--- src/rtl/uart_rx_deframer_pkg.sv ---
// -----------------------------------------------------------------------------
// uart_pkg
// Shared types and constants for the UART receive deframer.
//   state_t      : receiver FSM states (IDLE, START, DATA, PARITY, STOP)
//   START_BIT    : line level of a start bit
//   STOP_BIT     : line level of a valid stop bit
//   IDLE_LEVEL   : line level when nothing is being sent
//   calc_parity  : XOR-reduce a data word, optionally inverted for odd parity
// -----------------------------------------------------------------------------
package uart_pkg;

    typedef enum logic [2:0] {
        IDLE   = 3'd0,
        START  = 3'd1,
        DATA   = 3'd2,
        PARITY = 3'd3,
        STOP   = 3'd4
    } state_t;

    localparam logic START_BIT  = 1'b0;
    localparam logic STOP_BIT   = 1'b1;
    localparam logic IDLE_LEVEL = 1'b1;

    // Widest data word supported; narrower words are zero-extended, which
    // leaves the XOR reduction unchanged.
    localparam int MAX_DATA_BITS = 9;

    function automatic logic calc_parity(input logic [MAX_DATA_BITS-1:0] data,
                                         input logic odd);
        return (^data) ^ odd;
    endfunction

endpackage

--- src/rtl/uart_rx_deframer_if.sv ---
// -----------------------------------------------------------------------------
// uart_rx_deframer_if
// Host-side output bundle of the UART receive deframer.
//   rx_data    : received word, holds until the next rx_valid
//   rx_valid   : one-cycle pulse, frame complete
//   parity_err : parity mismatch on the last frame
//   frame_err  : stop bit sampled low on the last frame
//   rx_busy    : receiver is inside a frame (state != IDLE)
//   dbg_state  : current receiver FSM state, for observation only
// Handshake: receive-only, no back-pressure. rx_valid is high for exactly one
// cycle per delivered frame; rx_data, parity_err and frame_err are valid in
// that cycle and hold their values until the next rx_valid. The consumer has
// no ready signal and must take the word in the rx_valid cycle.
// Modports: master = deframer (drives everything), slave = host logic.
// -----------------------------------------------------------------------------
interface uart_rx_deframer_if #(
    parameter int DATA_BITS = 8
);
    import uart_pkg::*;

    logic [DATA_BITS-1:0] rx_data;
    logic                 rx_valid;
    logic                 parity_err;
    logic                 frame_err;
    logic                 rx_busy;
    state_t               dbg_state;

    modport master (
        output rx_data, rx_valid, parity_err, frame_err, rx_busy, dbg_state
    );

    modport slave (
        input rx_data, rx_valid, parity_err, frame_err, rx_busy, dbg_state
    );

endinterface

--- src/rtl/uart_rx_sync.sv ---
// -----------------------------------------------------------------------------
// uart_rx_sync
// Brings the asynchronous serial line into the clk domain and flags the
// falling edge that marks a possible start bit.
//   clk, rst_n : system clock, synchronous active-low reset
//   rx_in      : raw asynchronous serial line (idle high)
//   rx_s       : synchronised line level
//   fall_edge  : one-cycle flag, synchronised line just went 1 -> 0
// All three flops reset to the idle level so leaving reset never looks like
// a start edge.
// -----------------------------------------------------------------------------
module uart_rx_sync
    import uart_pkg::*;
(
    input  logic clk,
    input  logic rst_n,
    input  logic rx_in,
    output logic rx_s,
    output logic fall_edge
);

    logic meta_q, meta_d;
    logic sync_q, sync_d;
    logic prev_q, prev_d;

    always_comb begin
        meta_d = rx_in;
        sync_d = meta_q;
        prev_d = sync_q;
    end

    always_ff @(posedge clk) begin
        if (!rst_n) begin
            meta_q <= IDLE_LEVEL;
            sync_q <= IDLE_LEVEL;
            prev_q <= IDLE_LEVEL;
        end else begin
            meta_q <= meta_d;
            sync_q <= sync_d;
            prev_q <= prev_d;
        end
    end

    assign rx_s      = sync_q;
    // A line held low never produces a second edge: prev_q follows it down.
    assign fall_edge = (sync_q == START_BIT) && (prev_q == IDLE_LEVEL);

endmodule

--- src/rtl/uart_rx_deframer.sv ---
// -----------------------------------------------------------------------------
// uart_rx_deframer
// UART receiver: start (0), DATA_BITS data bits LSB first, optional parity,
// stop (1). Each bit is sampled at its mid-point using a per-bit cycle counter.
//   clk, rst_n : system clock, synchronous active-low reset
//   RX_datain  : asynchronous serial line, idle high
//   rx_if      : master side of uart_rx_deframer_if (rx_data, rx_valid,
//                parity_err, frame_err, rx_busy, dbg_state)
// Parameters: CLKS_PER_BIT (>= 4), DATA_BITS (5..9), PARITY_ODD (0 even, 1 odd).
// Build option: define UART_RX_PARITY_EN to include the parity bit in the
// frame. Without it the frame is start + data + stop, parity_err stays 0 and
// PARITY_ODD has no effect.
// -----------------------------------------------------------------------------
module uart_rx_deframer
    import uart_pkg::*;
#(
    parameter int CLKS_PER_BIT = 16,
    parameter int DATA_BITS    = 8,
    parameter int PARITY_ODD   = 0
) (
    input  logic               clk,
    input  logic               rst_n,
    input  logic               RX_datain,
    uart_rx_deframer_if.master rx_if
);

`ifdef UART_RX_PARITY_EN
    localparam bit PAR_EN = 1'b1;
`else
    localparam bit PAR_EN = 1'b0;
`endif

    localparam int CNT_W = $clog2(CLKS_PER_BIT);
    localparam int IDX_W = $clog2(DATA_BITS);
    localparam logic [CNT_W-1:0] CNT_LAST = CNT_W'(CLKS_PER_BIT - 1);
    localparam logic [CNT_W-1:0] CNT_MID  = CNT_W'(CLKS_PER_BIT / 2 - 1);
    localparam logic [IDX_W-1:0] IDX_LAST = IDX_W'(DATA_BITS - 1);
    localparam logic             ODD      = (PARITY_ODD != 0);

    logic rx_s;
    logic fall_edge;

    uart_rx_sync u_sync (
        .clk       (clk),
        .rst_n     (rst_n),
        .rx_in     (RX_datain),
        .rx_s      (rx_s),
        .fall_edge (fall_edge)
    );

    state_t               state_q,      state_d;
    logic [CNT_W-1:0]     cnt_q,        cnt_d;
    logic [IDX_W-1:0]     bit_idx_q,    bit_idx_d;
    logic [DATA_BITS-1:0] shift_q,      shift_d;
    logic                 perr_q,       perr_d;
    logic [DATA_BITS-1:0] rx_data_q,    rx_data_d;
    logic                 rx_valid_q,   rx_valid_d;
    logic                 parity_err_q, parity_err_d;
    logic                 frame_err_q,  frame_err_d;

    logic                     bit_end;
    logic [MAX_DATA_BITS-1:0] par_word;

    assign bit_end  = (cnt_q == CNT_LAST);
    assign par_word = MAX_DATA_BITS'(shift_q);

    always_comb begin
        state_d      = state_q;
        cnt_d        = cnt_q;
        bit_idx_d    = bit_idx_q;
        shift_d      = shift_q;
        perr_d       = perr_q;
        rx_data_d    = rx_data_q;
        rx_valid_d   = 1'b0;
        parity_err_d = parity_err_q;
        frame_err_d  = frame_err_q;

        // Free-running bit timer while inside a frame; wraps every bit period.
        if (state_q != IDLE) begin
            cnt_d = bit_end ? '0 : cnt_q + CNT_W'(1);
        end

        case (state_q)
            IDLE: begin
                cnt_d = '0;
                if (fall_edge) begin
                    state_d = START;
                end
            end
            START: begin
                // Half a bit after the edge: re-check the line to reject glitches.
                // Clearing the counter here puts every later sample mid-bit.
                if (cnt_q == CNT_MID) begin
                    if (rx_s == START_BIT) begin
                        state_d   = DATA;
                        cnt_d     = '0;
                        bit_idx_d = '0;
                    end else begin
                        state_d = IDLE;
                    end
                end
            end
            DATA: begin
                if (bit_end) begin
                    shift_d = {rx_s, shift_q[DATA_BITS-1:1]};
                    if (bit_idx_q == IDX_LAST) begin
                        bit_idx_d = '0;
                        state_d   = PAR_EN ? PARITY : STOP;
                    end else begin
                        bit_idx_d = bit_idx_q + IDX_W'(1);
                    end
                end
            end
            PARITY: begin
                if (bit_end) begin
                    perr_d  = calc_parity(par_word, ODD) ^ rx_s;
                    state_d = STOP;
                end
            end
            STOP: begin
                // Deliver even on a bad stop bit; IDLE then waits for the line
                // to go high before a fresh edge can be seen.
                if (bit_end) begin
                    state_d      = IDLE;
                    rx_valid_d   = 1'b1;
                    rx_data_d    = shift_q;
                    parity_err_d = PAR_EN ? perr_q : 1'b0;
                    frame_err_d  = (rx_s != STOP_BIT);
                end
            end
            default: begin
                state_d = IDLE;
                cnt_d   = '0;
            end
        endcase
    end

    always_ff @(posedge clk) begin
        if (!rst_n) begin
            state_q      <= IDLE;
            cnt_q        <= '0;
            bit_idx_q    <= '0;
            shift_q      <= '0;
            perr_q       <= 1'b0;
            rx_data_q    <= '0;
            rx_valid_q   <= 1'b0;
            parity_err_q <= 1'b0;
            frame_err_q  <= 1'b0;
        end else begin
            state_q      <= state_d;
            cnt_q        <= cnt_d;
            bit_idx_q    <= bit_idx_d;
            shift_q      <= shift_d;
            perr_q       <= perr_d;
            rx_data_q    <= rx_data_d;
            rx_valid_q   <= rx_valid_d;
            parity_err_q <= parity_err_d;
            frame_err_q  <= frame_err_d;
        end
    end

    assign rx_if.rx_data    = rx_data_q;
    assign rx_if.rx_valid   = rx_valid_q;
    assign rx_if.parity_err = parity_err_q;
    assign rx_if.frame_err  = frame_err_q;
    assign rx_if.rx_busy    = (state_q != IDLE);
    assign rx_if.dbg_state  = state_q;

endmodule
--- src/flat_wrapper.sv ---
// flat-port wrapper written by rule: the top's interface ports become plain ports
module uart_rx_deframer_flat import uart_pkg::*;
#(
    parameter int CLKS_PER_BIT = 16,
    parameter int DATA_BITS    = 8,
    parameter int PARITY_ODD   = 0
)
  (clk, rst_n, RX_datain, rx_if_rx_data, rx_if_rx_valid, rx_if_parity_err, rx_if_frame_err, rx_if_rx_busy, rx_if_dbg_state);
  uart_rx_deframer_if #(.DATA_BITS(DATA_BITS)) rx_if_i ();
  input  logic clk;
  input  logic rst_n;
  input  logic RX_datain;
  output wire logic [$bits(rx_if_i.rx_data)-1:0] rx_if_rx_data;
  output wire logic [$bits(rx_if_i.rx_valid)-1:0] rx_if_rx_valid;
  output wire logic [$bits(rx_if_i.parity_err)-1:0] rx_if_parity_err;
  output wire logic [$bits(rx_if_i.frame_err)-1:0] rx_if_frame_err;
  output wire logic [$bits(rx_if_i.rx_busy)-1:0] rx_if_rx_busy;
  output wire logic [$bits(rx_if_i.dbg_state)-1:0] rx_if_dbg_state;
  assign rx_if_rx_data = rx_if_i.rx_data;
  assign rx_if_rx_valid = rx_if_i.rx_valid;
  assign rx_if_parity_err = rx_if_i.parity_err;
  assign rx_if_frame_err = rx_if_i.frame_err;
  assign rx_if_rx_busy = rx_if_i.rx_busy;
  assign rx_if_dbg_state = rx_if_i.dbg_state;
  uart_rx_deframer #(.CLKS_PER_BIT(CLKS_PER_BIT), .DATA_BITS(DATA_BITS), .PARITY_ODD(PARITY_ODD)) u_core (.clk(clk), .rst_n(rst_n), .RX_datain(RX_datain), .rx_if(rx_if_i));
endmodule
--- config.mk ---
export PLATFORM = sky130hd
export DESIGN_NAME = uart_rx_deframer_flat
export DESIGN_NICKNAME = d
export VERILOG_FILES = /design/src/rtl/uart_rx_deframer_pkg.sv /design/src/rtl/uart_rx_deframer_if.sv /design/src/rtl/uart_rx_sync.sv /design/src/rtl/uart_rx_deframer.sv /design/src/flat_wrapper.sv
export SDC_FILE = /design/constraint.sdc
export NUM_CORES = 1
export LEC_CHECK = 0
export ABC_AREA = 1
export ABC_CLOCK_PERIOD_IN_PS = 2000
export BUFFER_PORTS_ARGS = -buffer_cell sky130_fd_sc_hd__buf_4
export CORE_MARGIN = 2
export CORE_UTILIZATION = 50
export DETAILED_ROUTE_END_ITERATION = 8
export PLACE_DENSITY = 0.71
export SYNTH_ARGS = -nofsm -noshare
export SYNTH_HDL_FRONTEND = slang
export SYNTH_SLANG_ARGS = --single-unit
--- constraint.sdc ---
create_clock -name clk -period 2 [get_ports clk]
set_input_delay 0.3 -clock clk [delete_from_list [all_inputs] [get_ports clk]]
set_output_delay 0.3 -clock clk [all_outputs]
set_load 0.005 [all_outputs]
=== Yosys cells after proc, flatten, opt, wreduce, memory -nomap -nowiden ===
Index checks and enable logic that the tools add are counted.

* Logic and storage cells: 56
* Output and inout bits: 15
* Input port bits: 3
* Flip-flop bits (word level): 31

* Multiplexer cells: 19
* Equality and inequality tests: 14
* Reductions and logical operators: 10
* $add $sub $neg: 2
* Bitwise operators: 1

{| class="wikitable"
|+ Operators by type and width
! kind !! number
|-
| two-way mux 3 bit || 10
|-
| two-way mux 4 bit || 4
|-
| case mux 3 bit (5 select lines) || 1
|-
| != test 2 x 1 -> 1 bit, second input constant || 6
|-
| case mux 4 bit (2 select lines) || 1
|-
| == test 3 x 2 -> 1 bit, second input constant || 2
|-
| == test 3 bit, second input constant || 2
|-
| case mux 3 bit (2 select lines) || 1
|-
| AND reduction 2 bit || 3
|-
| AND reduction 6 bit || 1
|-
| adder 4 x 1 -> 4 bit, second input constant || 1
|-
| == test 4 x 3 -> 1 bit, second input constant || 1
|-
| == test 4 bit, second input constant || 1
|-
| AND reduction 4 bit || 1
|-
| adder 3 x 1 -> 3 bit, second input constant || 1
|-
| == test 3 x 1 -> 1 bit, second input constant || 1
|-
| zero test 3 bit || 1
|-
| nonzero test 3 bit || 1
|-
| OR reduction 3 bit || 1
|-
| two-way mux 2 bit || 1
|-
| != test 2 bit, second input constant || 1
|-
| nonzero test 2 bit || 1
|-
| logical AND 1 bit || 1
|-
| two-way mux 1 bit || 1
|-
| inverter 1 bit || 1
|}

=== Depth between registers and ports, before layout ===
Gate-level depths: netlist of the first run.

* Word-level depth: 6
* Depth in mapped cells: 10
* Gate-level depth less buffers: 10

=== By module ===
From an unflattened synthesis of the first run, not the netlist that was laid out.

* Cells, all modules: 174
* Area, all modules: 1328.8 um^2

{| class="wikitable"
|+ By module, submodules not included
! module !! area each (um^2) !! cells each !! times used
|-
| uart_rx_deframer || 1238.7 || 163 || 1
|-
| uart_rx_sync || 90.1 || 11 || 1
|}

=== Least setup slack after synthesis of the first run ===
Ideal clock, no wire load.

* Path kind: register to register
* Start point: register u_core.cnt_q[0]
* End point: register u_core.state_q[0], in the netlist u_core.rx_if.dbg_state[0]
* Period minus slack after synthesis: 1.300 ns
* Data required time: 1.887 ns
* Stages on the path, launching flop included: 9
* Path slack: 0.700 ns
* Arrival: 1.187 ns
* Path through: dfxtp_1 -> ha_1 -> nand3_2 -> inv_2 -> nor2_4 -> nor2_4 -> nand2_1 -> nor2_1 -> nor2_1

* Word-level cells in the longest chain between the ends: 3
* Elaborated cells on any way between the ends: 7

{| class="wikitable"
|+ RTL lines
! item !! line !! source
|-
| start: declaration || uart_rx_deframer.sv:52 || <nowiki>logic [CNT_W-1:0] cnt_q, cnt_d;</nowiki>
|-
| start signal: assignment || uart_rx_deframer.sv:151 || <nowiki>cnt_q <= cnt_d;</nowiki>
|-
| == test 4 bit / == test 4 x 3 -> 1 bit (equally long branches) || uart_rx_deframer.sv:64, uart_rx_deframer.sv:93 ||
|-
| != test 2 x 1 -> 1 bit (no source line) || n/a ||
|-
| AND reduction 6 bit (no source line) (*) || n/a ||
|-
| end signal: assignment || uart_rx_deframer.sv:150 || <nowiki>state_q <= state_d;</nowiki>
|-
| end: declaration || uart_rx_deframer.sv:51 || <nowiki>state_t state_q, state_d;</nowiki>
|}

Mark *: on every way between the ends. The rest lies on a longest branch, timed or not.
A chain may end at the register's enable or synchronous reset.

=== Final worst setup path of the first run ===
* Start point: register u_core.state_q[0], in the netlist u_core.rx_if.dbg_state[0]
* End point: output port rx_if_rx_busy

* Word-level cells in the longest chain between the ends: 1

{| class="wikitable"
|+ RTL lines
! item !! line !! source
|-
| nonzero test 3 bit || uart_rx_deframer.sv:166 || <nowiki>assign rx_if.rx_busy = (state_q != IDLE);</nowiki>
|-
| end: declaration || flat_wrapper.sv:17 || <nowiki>output wire logic [$bits(rx_if_i.rx_busy)-1:0] rx_if_rx_busy;</nowiki>
|}

No other way between the ends.

==> results of run 1 <==
==> layout by cell type, fill, tap and decap left out, drive strengths merged <==
master / netlist / routed
nand3: 10 / 10
xor2: 2 / 2
inv: 14 / 14
o21ai: 17 / 17
clkbuf: 2 / 8
nand4: 3 / 3
ha: 3 / 3
nand2: 25 / 25
nor3: 1 / 1
xnor2: 1 / 1
or2: 4 / 4
buf: 1 / 16
conb: 1 / 1
nor2: 48 / 48
a21oi: 7 / 7
dfxtp: 31 / 31
nand3b: 2 / 2
==> per-layer routing <==
| layer | GRT usage [%] | routed length (um) |
|---|---|---|
| met5 | 0 | 0 |
| met3 | 7.260 | 155 |
| met4 | 6.969 | 44 |
| met2 | 31.29 | 1260 |
| met1 | 20.18 | 1065 |
==> through the flow <==
step / utilization (%) / area (um2)
detailed placement: 58.79 / 1456
finish: 61.57 / 1525
global route: 61.57 / 1525
CTS: 61.57 / 1525
floorplan: - / 1314
global placement: 58.79 / 1456
==> how the worst min path moves through the flow <==
stage / cells past startpoint / endpoint / start / slack [ns]
floorplan: 1 / u_core.u_sync.rx_s / u_core.u_sync.meta_q / 0.39
global placement: 1 / u_core.u_sync.rx_s / u_core.u_sync.meta_q / 0.40
detailed placement: 1 / u_core.u_sync.rx_s / u_core.u_sync.meta_q / 0.40
CTS: 2 / u_core.u_sync.meta_q / RX_datain / 0.15
global route: 2 / u_core.u_sync.meta_q / RX_datain / 0.15
finish: 2 / u_core.u_sync.meta_q / RX_datain / 0.16
==> flip-flops by register name, indices dropped and copies added, names as in the netlist <==
name and count:
u_core.u_sync.meta_q 1, u_core.u_sync.rx_s 1, u_core.bit_idx_q 3, u_core.shift_q 8, u_core.rx_if.rx_data 8, u_core.rx_if.dbg_state 3, u_core.rx_if.rx_valid 1, u_core.u_sync.prev_q 1
u_core.cnt_q 4, u_core.rx_if.frame_err 1
==> final cells by class <==
cell class / instances / area [um2]
Fill cell: 248 / 952.2
Sequential cell: 31 / 620.6
Timing Repair Buffer: 16 / 120.1
Inverter: 14 / 52.55
Tap cell: 30 / 37.54
Multi-Input combinational cell: 124 / 625.6
Clock buffer: 8 / 68.82
==> where the power goes <==
part | internal (uW) | total, uW | leakage (uW) | switching [uW]
logic | 161 | 413 | 0.000430 | 252
registers | 650 | 692 | 0.000251 | 42.1
clock network | 207 | 413 | 0.0000386 | 206
==> kinds of logic (layout without fill, tap and decap cells) <==
family	after synthesis	after routing	synth area share [%]
xor gates and xnor gates	3	3	2.000
DFF	31	31	47.24
buffers and inverters	17	38	5.143
AOI/OAI and AO/OA	24	24	9.142
and+or+nand+nor	93	93	33.33
adders and majority gates	3	3	2.857
other	1	1	0.2854
==> summary.txt, run 1 <==
Clocking
  – # Post-CTS Setup Buffers: 0
  – Hold Buf Count CTS: 0
  – Cts bufs inserted: 5
  – Clk slew on worst S/H paths: 0.10 ns
  – H-Tree Depth: 2
  – CTS tree: done
  – Clk_lat worst skew: 0.33 ns
  – CTS root buffer: clkbuf_4
  – CTS sink count: 31
  – Resized Gates After CTS: 0
  – Clock Path Buffers: 2

Global route
  – Number of global-route vias before repair: 1073
  – GRT overflow: 0
  – Largest net degree at the start of global routing: 26
  – Initial antenna violation count: 0
  – First-pass GRT wire length: 4381 um
  – Total Routing Usage GR: 18.26%

Layout
  – NumNets Final: 198
  – Area Overhead vs Synth: 16.10%
  – Share of cells above drive strength 1: between 20% and 30%
  – Non-filler instance count after layout: 223
  – Ant. Diodes: 0

Critical path
  – Req. time, crit path: about 1.7 ns
  – CP Launch Type: flip-flop
  – Critical Path AT: 1.30 ns
  – Slowest cell delay on critical path: 0.39 ns
  – CP max-delay cell: dfxtp_1
  – Setup crit end: rx_if_rx_busy
  – R2r setup slk: 0.50 ns
  – Critical Path Source: u_core.rx_if.dbg_state[0]
  – Crit path depth: 3
  – Critical path, cell by cell: nor2_1, nand2_1, buf_4
  – Reg-to-reg endpoint: u_core.rx_if.frame_err
  – Worst-path fanout max: 7
  – CP Capture Type: primary output
  – Buf/Inv on CP: 1
  – Largest delay contributor family on the critical path: simple AND/OR/NAND/NOR gates
  – RR Startpoint: u_core.cnt_q[0]
  – FF-to-FF path depth: 7
  – Crit Path Category: reg2out

Placement
  – Port buffer count: 16
  – Dpl ws: 0.5185 ns
  – GPL Wtd Cong: 0.7665
  – Placed cells: 215
  – DP Wirelength: ~1900 um

Floorplan
  – Core Area: roughly 0.0025 mm2
  – # IOs: 18
  – Die Footprint: 0.003054 mm2
  – Chip Height: 55.26 um
  – Chip Width: 55.26 um
  – Initial Utilization: between 50% and 60%
  – Site Rows: 18

Synth
  – Most used DFF post-synth: dfxtp_1
  – Syn nets: 178
  – Synth area leaders: dfxtp_1 (47%), nor2_1 (12%), nand2_1 (6.3%)
  – Synthesis Warnings: 0
  – Yosys reg bits: 31
  – Post-synth ARST share: 0%
  – Post-synth EDFFs: 0
  – Library cells used by synthesis: 24
  – Register area share after synthesis: 47.24%
  – Synthesized cell area: 0.001314 mm2
  – Syn avg cell area: 7.638 um2
  – Most common cell in the netlist: nor2_1
  – Top cell type's share of synthesized area: around 47%
  – Synth area leader: dfxtp_1
  – Most frequent cells after synthesis: nor2_1 (43), dfxtp_1 (31), nand2_1 (22)
  – Synth Instances: around 170

STA
  – Max-slew violations: 0
  – Final hold viol count: 0
  – Final Worst Setup Slack: 0.3987 ns
  – Fin Clk Skew: 0.009691 ns
  – Final setup viols: 0
  – RSZ-0062 raised after global routing: false
  – Crit share post-route: approximately 80%
  – Min Clock Period, post-route: 1.601 ns
  – Fin Hold WS: about 0.16 ns
  – Sum Neg Setup Slack: 0 ns
  – Fmax achieved: around 0.62 GHz

Route
  – DRT iter0 DRCs: 38
  – Via-to-Cell Ratio: 5.188
  – Detail Route Antenna Nets: 0
  – DR DRC count: 0
  – Drt first pass iters: 4
  – Routed WL: around 2500 um
  – Avg WL per Cell: 11.33 um
  – Vias post-DR: 1157

Power and ir drop
  – Leak: 0.0007197 uW
  – Cell area power density: 994.9 mW/mm2
  – Overall Power: 1518 uW
  – Max IR drop VDD: 728.2 uV

Worst hold path
  – HP Class: in2reg

Flow run
  – Max Cap Viol: 0

Run status
  – Status: completed
Power figures use the tool's default switching activity.
==> run 2, diff against run 1 <==
Settings changed: ABC_CLOCK_PERIOD_IN_PS 2000 to 1400, CORE_UTILIZATION 50 to 49, PLACE_DENSITY 0.71 to 0.72.
Clock period 2 ns to 1.4 ns, I/O delays scaled along.
==> summary.txt, run 2 (synthesis results as in run 1) <==
Run status
  – Status: completed

Layout
  – NumNets Final: 202 (+2.0%)
  – Fillers: 222 (-10%)
  – Ant. Diodes: 0 (unchanged)
  – Most frequent cells in the layout: nor2_1 (41), dfxtp_1 (25), buf_4 (20)
  – Area Overhead vs Synth: 23.90%
  – Area taken by multi-input logic gates: 675.6 um2 (+8.0%)
  – Final Util: 65.12% (+3.5 points)
  – Share of cells above drive strength 1: 30.10% (+8.3 points)
  – Seq. cell area: 633.1 um2 (+2.0%)
  – Commonest non-fill, non-tap cell in the layout: nor2_1

Clocking
  – CTS root buffer: clkbuf_4
  – CTS sink count: 31 (unchanged)
  – Cts bufs inserted: 5 (unchanged)
  – Clock Path Buffers: 2 (unchanged)
  – Clk_lat worst skew: 0.33 ns (about the same)
  – CTS tree: done
  – H-Tree Depth: 2 (unchanged)
  – Hold Buf Count CTS: 0 (unchanged)
  – Clk slew on worst S/H paths: 0.09 ns (about the same)

STA
  – Crit share post-route: 93.86%
  – Sum Neg Setup Slack: 0 ns (unchanged)
  – Final setup viols: 0 (unchanged)
  – Max-slew violations: 0 (unchanged)
  – Fin Hold WS: 0.06064 ns (-0.1010 ns)
  – Fin Clk Skew: 0.007029 ns (-0.002662 ns)
  – Min Clock Period, post-route: between 1 and 1.5 ns
  – Final hold viol count: 0 (unchanged)
  – Fmax achieved: 0.7611 GHz

Placement
  – GPL Wtd Cong: 0.8693 (+13%)
  – Port buffer count: 16 (unchanged)
  – DP Wirelength: 1859 um (+0.23%)

Power and ir drop
  – Max IR drop VDD: 945.9 uV (+30%)
  – Overall Power: 2402 uW (+58%)
  – Leak: 0.0007530 uW (+4.6%)
  – Cell area power density: 1476 mW/mm2 (+48%)

Global route
  – Total Routing Usage GR: 18.58% (+0.32 points)
  – First-pass GRT wire length: 4478 um (+2.2%)
  – Number of global-route vias before repair: 1046 (-2.5%)
  – Largest net degree at the start of global routing: 26 (unchanged)
  – Initial antenna violation count: 0 (unchanged)
  – GRT overflow: 0 (unchanged)

Critical path
  – CP Launch Type: flip-flop
  – Critical path, cell by cell: ha_4, nand2_1, nor2_1, nor2_2, nor2_4, nand2_2, nand2_1, a21oi_1
  – Worst-path fanout max: 8 (+1)
  – Slowest cell delay on critical path: 0.38 ns (about the same)
  – CP max-delay cell: dfxtp_4
  – CP Capture Type: flip-flop
  – Critical Path Source: u_core.cnt_q[1]
  – Critical Path AT: 1.54 ns (+0.24 ns)
  – Crit Path Category: reg2reg
  – CP dominant cell by count: nand2_1
  – RR Startpoint: u_core.cnt_q[1]
  – Req. time, crit path: 1.62 ns (-0.08 ns)

Worst hold path
  – Hold Crit Start: RX_datain
  – HP Class: in2reg

Flow run
  – Max Cap Viol: 0 (unchanged)

Route
  – Detail Route Antenna Nets: 0 (unchanged)
  – Drt first pass iters: 4 (unchanged)
  – Via-to-Cell Ratio: 5.031 (-3.0%)
  – Avg WL per Cell: 12.35 um (+9.1%)
  – DRT iter0 DRCs: 23 (-39%)
  – DR DRC count: 0 (unchanged)
  – Routed WL: 2792 um (+11%)
  – Vias post-DR: 1137 (-1.7%)

Floorplan
  – Core Area: 0.002500 mm2 (+0.91%)
  – Chip Height: 55.78 um (+0.94%)
  – Chip Width: 55.78 um (+0.94%)
  – Die Footprint: 0.003111 mm2 (+1.9%)
  – # IOs: 18 (unchanged)
  – Site Rows: 18 (unchanged)
  – Initial Utilization: 52.55% (-0.48 points)
==> run 2: cell types whose count changed in the layout (fill, tap and decap cells not counted), sizes merged <==
cell    change
buf         +4
bufinv      +1
clkbuf      -2
clkinv      +1
inv         -1
==> run 2: final timing paths <==
path                     endpoint  slack [ns]  cells after the start
max           u_core.bit_idx_q[1]        0.09                      8
max reg2reg   u_core.bit_idx_q[1]        0.09                      8
min          u_core.u_sync.meta_q        0.06                      2
min reg2reg    u_core.u_sync.rx_s        0.43                      1
==> run 2: layout make-up <==
cell class              count  share of cell area (%)
multi-input cells         124                   41.51
flip-flops and latches     31                   38.89
repair buffers             20                   9.224
inverters                  14                   3.689
clock buffers               6                   2.537
well taps                  30                   2.306
clock inverters             1                   1.845
==> run 2: through the flow <==
stage	instances	area [um2]	worst slack (ns)
3_3_place_gp	217	1471	0.01303
6_report	226	1628	0.08603
5_1_grt	226	1628	-0.02709
2_1_floorplan	172	1314	0.09988
4_1_cts	225	1570	0.001028
3_5_place_dp	217	1471	-0.06379
==> run 2: repair_timing <==
action	4_1_cts	5_1_grt
setup buffers	1	1
hold endpoints to repair	0	0
setup endpoints to repair	14	24
pin swaps	3	6
gates resized for setup	7	18
==> run 2: metal layers <==
| layer | GRT usage [%] | routed length (um) | vias up |
|---|---|---|---|
| met2 | 29.76 | 1277 | 27 |
| met3 | 7.674 | 144 | 8 |
| met5 | 0 | 0 | - |
| met1 | 21.78 | 1297 | 504 |
| li1 | - | - | 598 |
| met4 | 8.014 | 72 | 0 |
==> run 2: where the power goes <==
part	internal [uW]	switching (uW)
logic	317	399
clock network	368	307
registers	943	68.8
total	1630	775
==> run 2: worst max-delay path, delay by kind of cell, from the launching register on <==
kind,cells,cell delay (ns)
AOI/OAI and AO/OA,1,0.06
DFF,1,0.38
adders and majority gates,1,0.16
and+or+nand+nor,6,0.61
==> run 3, diff against run 2 <==
Settings changed: BUFFER_PORTS_ARGS -buffer_cell sky130_fd_sc_hd__buf_4 to not set, CORE_UTILIZATION 49 to 50, DONT_BUFFER_PORTS set to 1, PLACE_DENSITY 0.72 to 0.68.
==> summary.txt, run 3 (synthesis results as in run 1) <==
Power and ir drop
  – Max IR drop VDD: 903.7 uV (-4.5%)
  – Leak: 0.0006750 uW (-10%)
  – Flop pwr share: 46.4% (+4.3 points)
  – Cell area power density: 1447 mW/mm2 (-2.0%)
  – Overall Power: 2183 uW (-9.1%)
  – Power Internal: 1433 uW (-12%)
  – Sw Share: 34.37% (+2.1 points)
  – Clock power share: 24.6% (-3.5 points)
  – Psw: 750.3 uW (-3.1%)
  – Logic pwr share: 29.0% (-0.8 points)

Critical path
  – CP Launch Type: flip-flop
  – FF-to-FF path depth: 10 (+2)
  – Req. time, crit path: 1.64 ns (+0.02 ns)
  – Reg-to-reg endpoint: u_core.rx_if.dbg_state[0]
  – Crit Path Category: reg2reg
  – CP Capture Type: flip-flop
  – Critical Path AT: 1.58 ns (+0.04 ns)
  – R2r setup slk: 0.06 ns (-0.02 ns)
  – RR Startpoint: u_core.bit_idx_q[0]
  – Worst-path fanout max: 4 (-4)

STA
  – Final Worst Setup Slack: 0.06144 ns (-0.02458 ns)
  – Fin Clk Skew: 0.01110 ns (+0.004072 ns)
  – Fin Hold WS: -0.02326 ns (-0.08390 ns)
  – Crit share post-route: 95.61% (+1.8 points)
  – Max-slew violations: 0 (unchanged)
  – Min Clock Period, post-route: 1.339 ns (+0.02458 ns)
  – RSZ-0062 raised after global routing: true
  – Fmax achieved: 0.7471 GHz (-1.8%)
  – Final setup viols: 0 (unchanged)
  – Final hold viol count: 5 (+5)

Floorplan
  – # IOs: 18 (unchanged)
  – Initial Utilization: 53.03% (+0.48 points)
  – Chip Width: 55.26 um (-0.93%)
  – Die Footprint: 0.003054 mm2 (-1.9%)
  – Site Rows: 18 (unchanged)
  – Chip Height: 55.26 um (-0.93%)
  – Core Area: 0.002477 mm2 (-0.90%)

Route
  – Vias post-DR: 1106 (-2.7%)
  – Via-to-Cell Ratio: 5.192 (+3.2%)
  – Avg WL per Cell: 12.31 um (-0.40%)
  – Drt first pass iters: 4 (unchanged)
  – DR DRC count: 0 (unchanged)
  – DRT iter0 DRCs: 10 (-57%)
  – Detail Route Antenna Nets: 0 (unchanged)
  – Routed WL: 2621 um (-6.1%)

Layout
  – Final Util: 60.91% (-4.2 points)
  – Ant. Diodes: 0 (unchanged)
  – Share of cells above drive strength 1: 22.40% (-7.7 points)
  – Area Overhead vs Synth: 14.86%
  – Commonest non-fill, non-tap cell in the layout: nor2_1
  – Non-filler instance count after layout: 213 (-5.8%)
  – NumNets Final: 189 (-6.4%)
  – Fillers: 232 (+4.5%)
  – Seq. cell area: 630.6 um2 (-0.40%)
  – Area taken by multi-input logic gates: 669.4 um2 (-0.93%)
  – Most frequent cells in the layout: nor2_1 (42), dfxtp_1 (25), nand2_1 (21)

Global route
  – First-pass GRT wire length: 4478 um (unchanged)
  – Met2 Use GR: 27.89% (-1.9 points)
  – M1 GR Usage: 22.09% (+0.31 points)
  – Total Routing Usage GR: 18.51% (-0.074 points)
  – Grt met3 use: 7.728% (+0.054 points)
  – Initial antenna violation count: 0 (unchanged)
  – Largest net degree at the start of global routing: 26 (unchanged)
  – Number of global-route vias before repair: 1022 (-2.3%)
  – GRT overflow: 0 (unchanged)
  – Busiest layer in global routing: met2

Clocking
  – CTS tree: done
  – Clk_lat worst skew: 0.33 ns (about the same)
  – CTS root buffer: clkbuf_4
  – H-Tree Depth: 2 (unchanged)
  – Hold Buf Count CTS: 2 (+2)
  – Clk slew on worst S/H paths: 0.10 ns (about the same)
  – CTS sink count: 31 (unchanged)
  – Clock Path Buffers: 2 (unchanged)
  – Cts bufs inserted: 5 (unchanged)
  – # Post-CTS Setup Buffers: 0 (-1)

Placement
  – Dpl ws: -0.1004 ns (-0.03665 ns)
  – Port buffer count: 0 (-16)
  – Placed cells: 203 (-6.5%)
  – GPL Wtd Cong: 0.8532 (-1.9%)
  – DP Wirelength: 1792 um (-3.6%)

Worst hold path
  – HP Class: in2reg
  – Hold path depth: 2 (unchanged)
  – Hold Crit Endpoint: u_core.rx_if.dbg_state[0]
  – Hold Crit Start: rst_n

Flow run
  – Max Cap Viol: 0 (unchanged)

Run status
  – Violated checks: negative hold slack
  – Status: finished with violations
[run 3: worst max path at each step]
stage	startpoint	endpoint	slack (ns)	cells past startpoint
after floorplan	u_core.cnt_q[0]	u_core.rx_if.dbg_state[0]	0.1	8
after global placement	u_core.cnt_q[0]	u_core.rx_if.frame_err	0.0008	7
after detailed placement	u_core.cnt_q[1]	u_core.rx_if.rx_data[2]	-0.10	7
after CTS	u_core.cnt_q[1]	u_core.rx_if.dbg_state[0]	0.0009	8
after global routing	u_core.cnt_q[0]	u_core.rx_if.dbg_state[0]	-0.06	9
final	u_core.bit_idx_q[0]	u_core.rx_if.dbg_state[0]	0.06	10
[run 3: critical path, cell delays in order (launching register included)]
cell	delay [ns]
dfxtp_2	0.34
ha_1	0.19
ha_1	0.17
inv_1	0.07
nand3_1	0.11
nand2_1	0.13
nor2_4	0.05
nand2_1	0.07
nand2_1	0.05
nand2_1	0.05
nor2_1	0.03
[run 3: layout make-up]
type | count | area share [%]
inverters | 14 | 3.814
clock buffers | 6 | 3.400
multi-input cells | 124 | 44.36
clock inverters | 1 | 0.3317
repair buffers | 6 | 3.317
flip-flops and latches | 31 | 41.79
well taps | 30 | 2.488
repair inverters | 1 | 0.4975
[run 3: power groups by stage]
stage / clock, uW / sequential (uW) / combinational [uW]
after CTS: 547 / 997 / 606
after floorplan: 0 / 999 / 440
after global routing: 591 / 1020 / 716
final: 536 / 1010 / 634
after detailed placement: 0 / 1000 / 587
after global placement: 0 / 998 / 568
[run 3: timing repair]
| action | CTS | global route |
|---|---|---|
| resized for setup | 10 | 8 |
| pin swaps | 2 | 1 |
| endpoints found under the setup margin | 16 | 23 |
| cloned | 1 | 0 |
| endpoints found under the hold margin | 17 | 10 |
[run 3: per-stage QoR]
| step | TNS (ns) | area (um2) |
|---|---|---|
| finish | 0 | 1509 |
| detailed placement | -0.6485 | 1366 |
| global placement | 0 | 1366 |
| floorplan | 0 | 1314 |
| global route | -0.1979 | 1509 |
| CTS | 0 | 1488 |
[run 3: routing by layer]
layer / wire length [um] / up-vias
met5: 0 / -
met3: 142 / 8
met1: 1282 / 505
li1: - / 569
met2: 1138 / 24
met4: 57 / 0
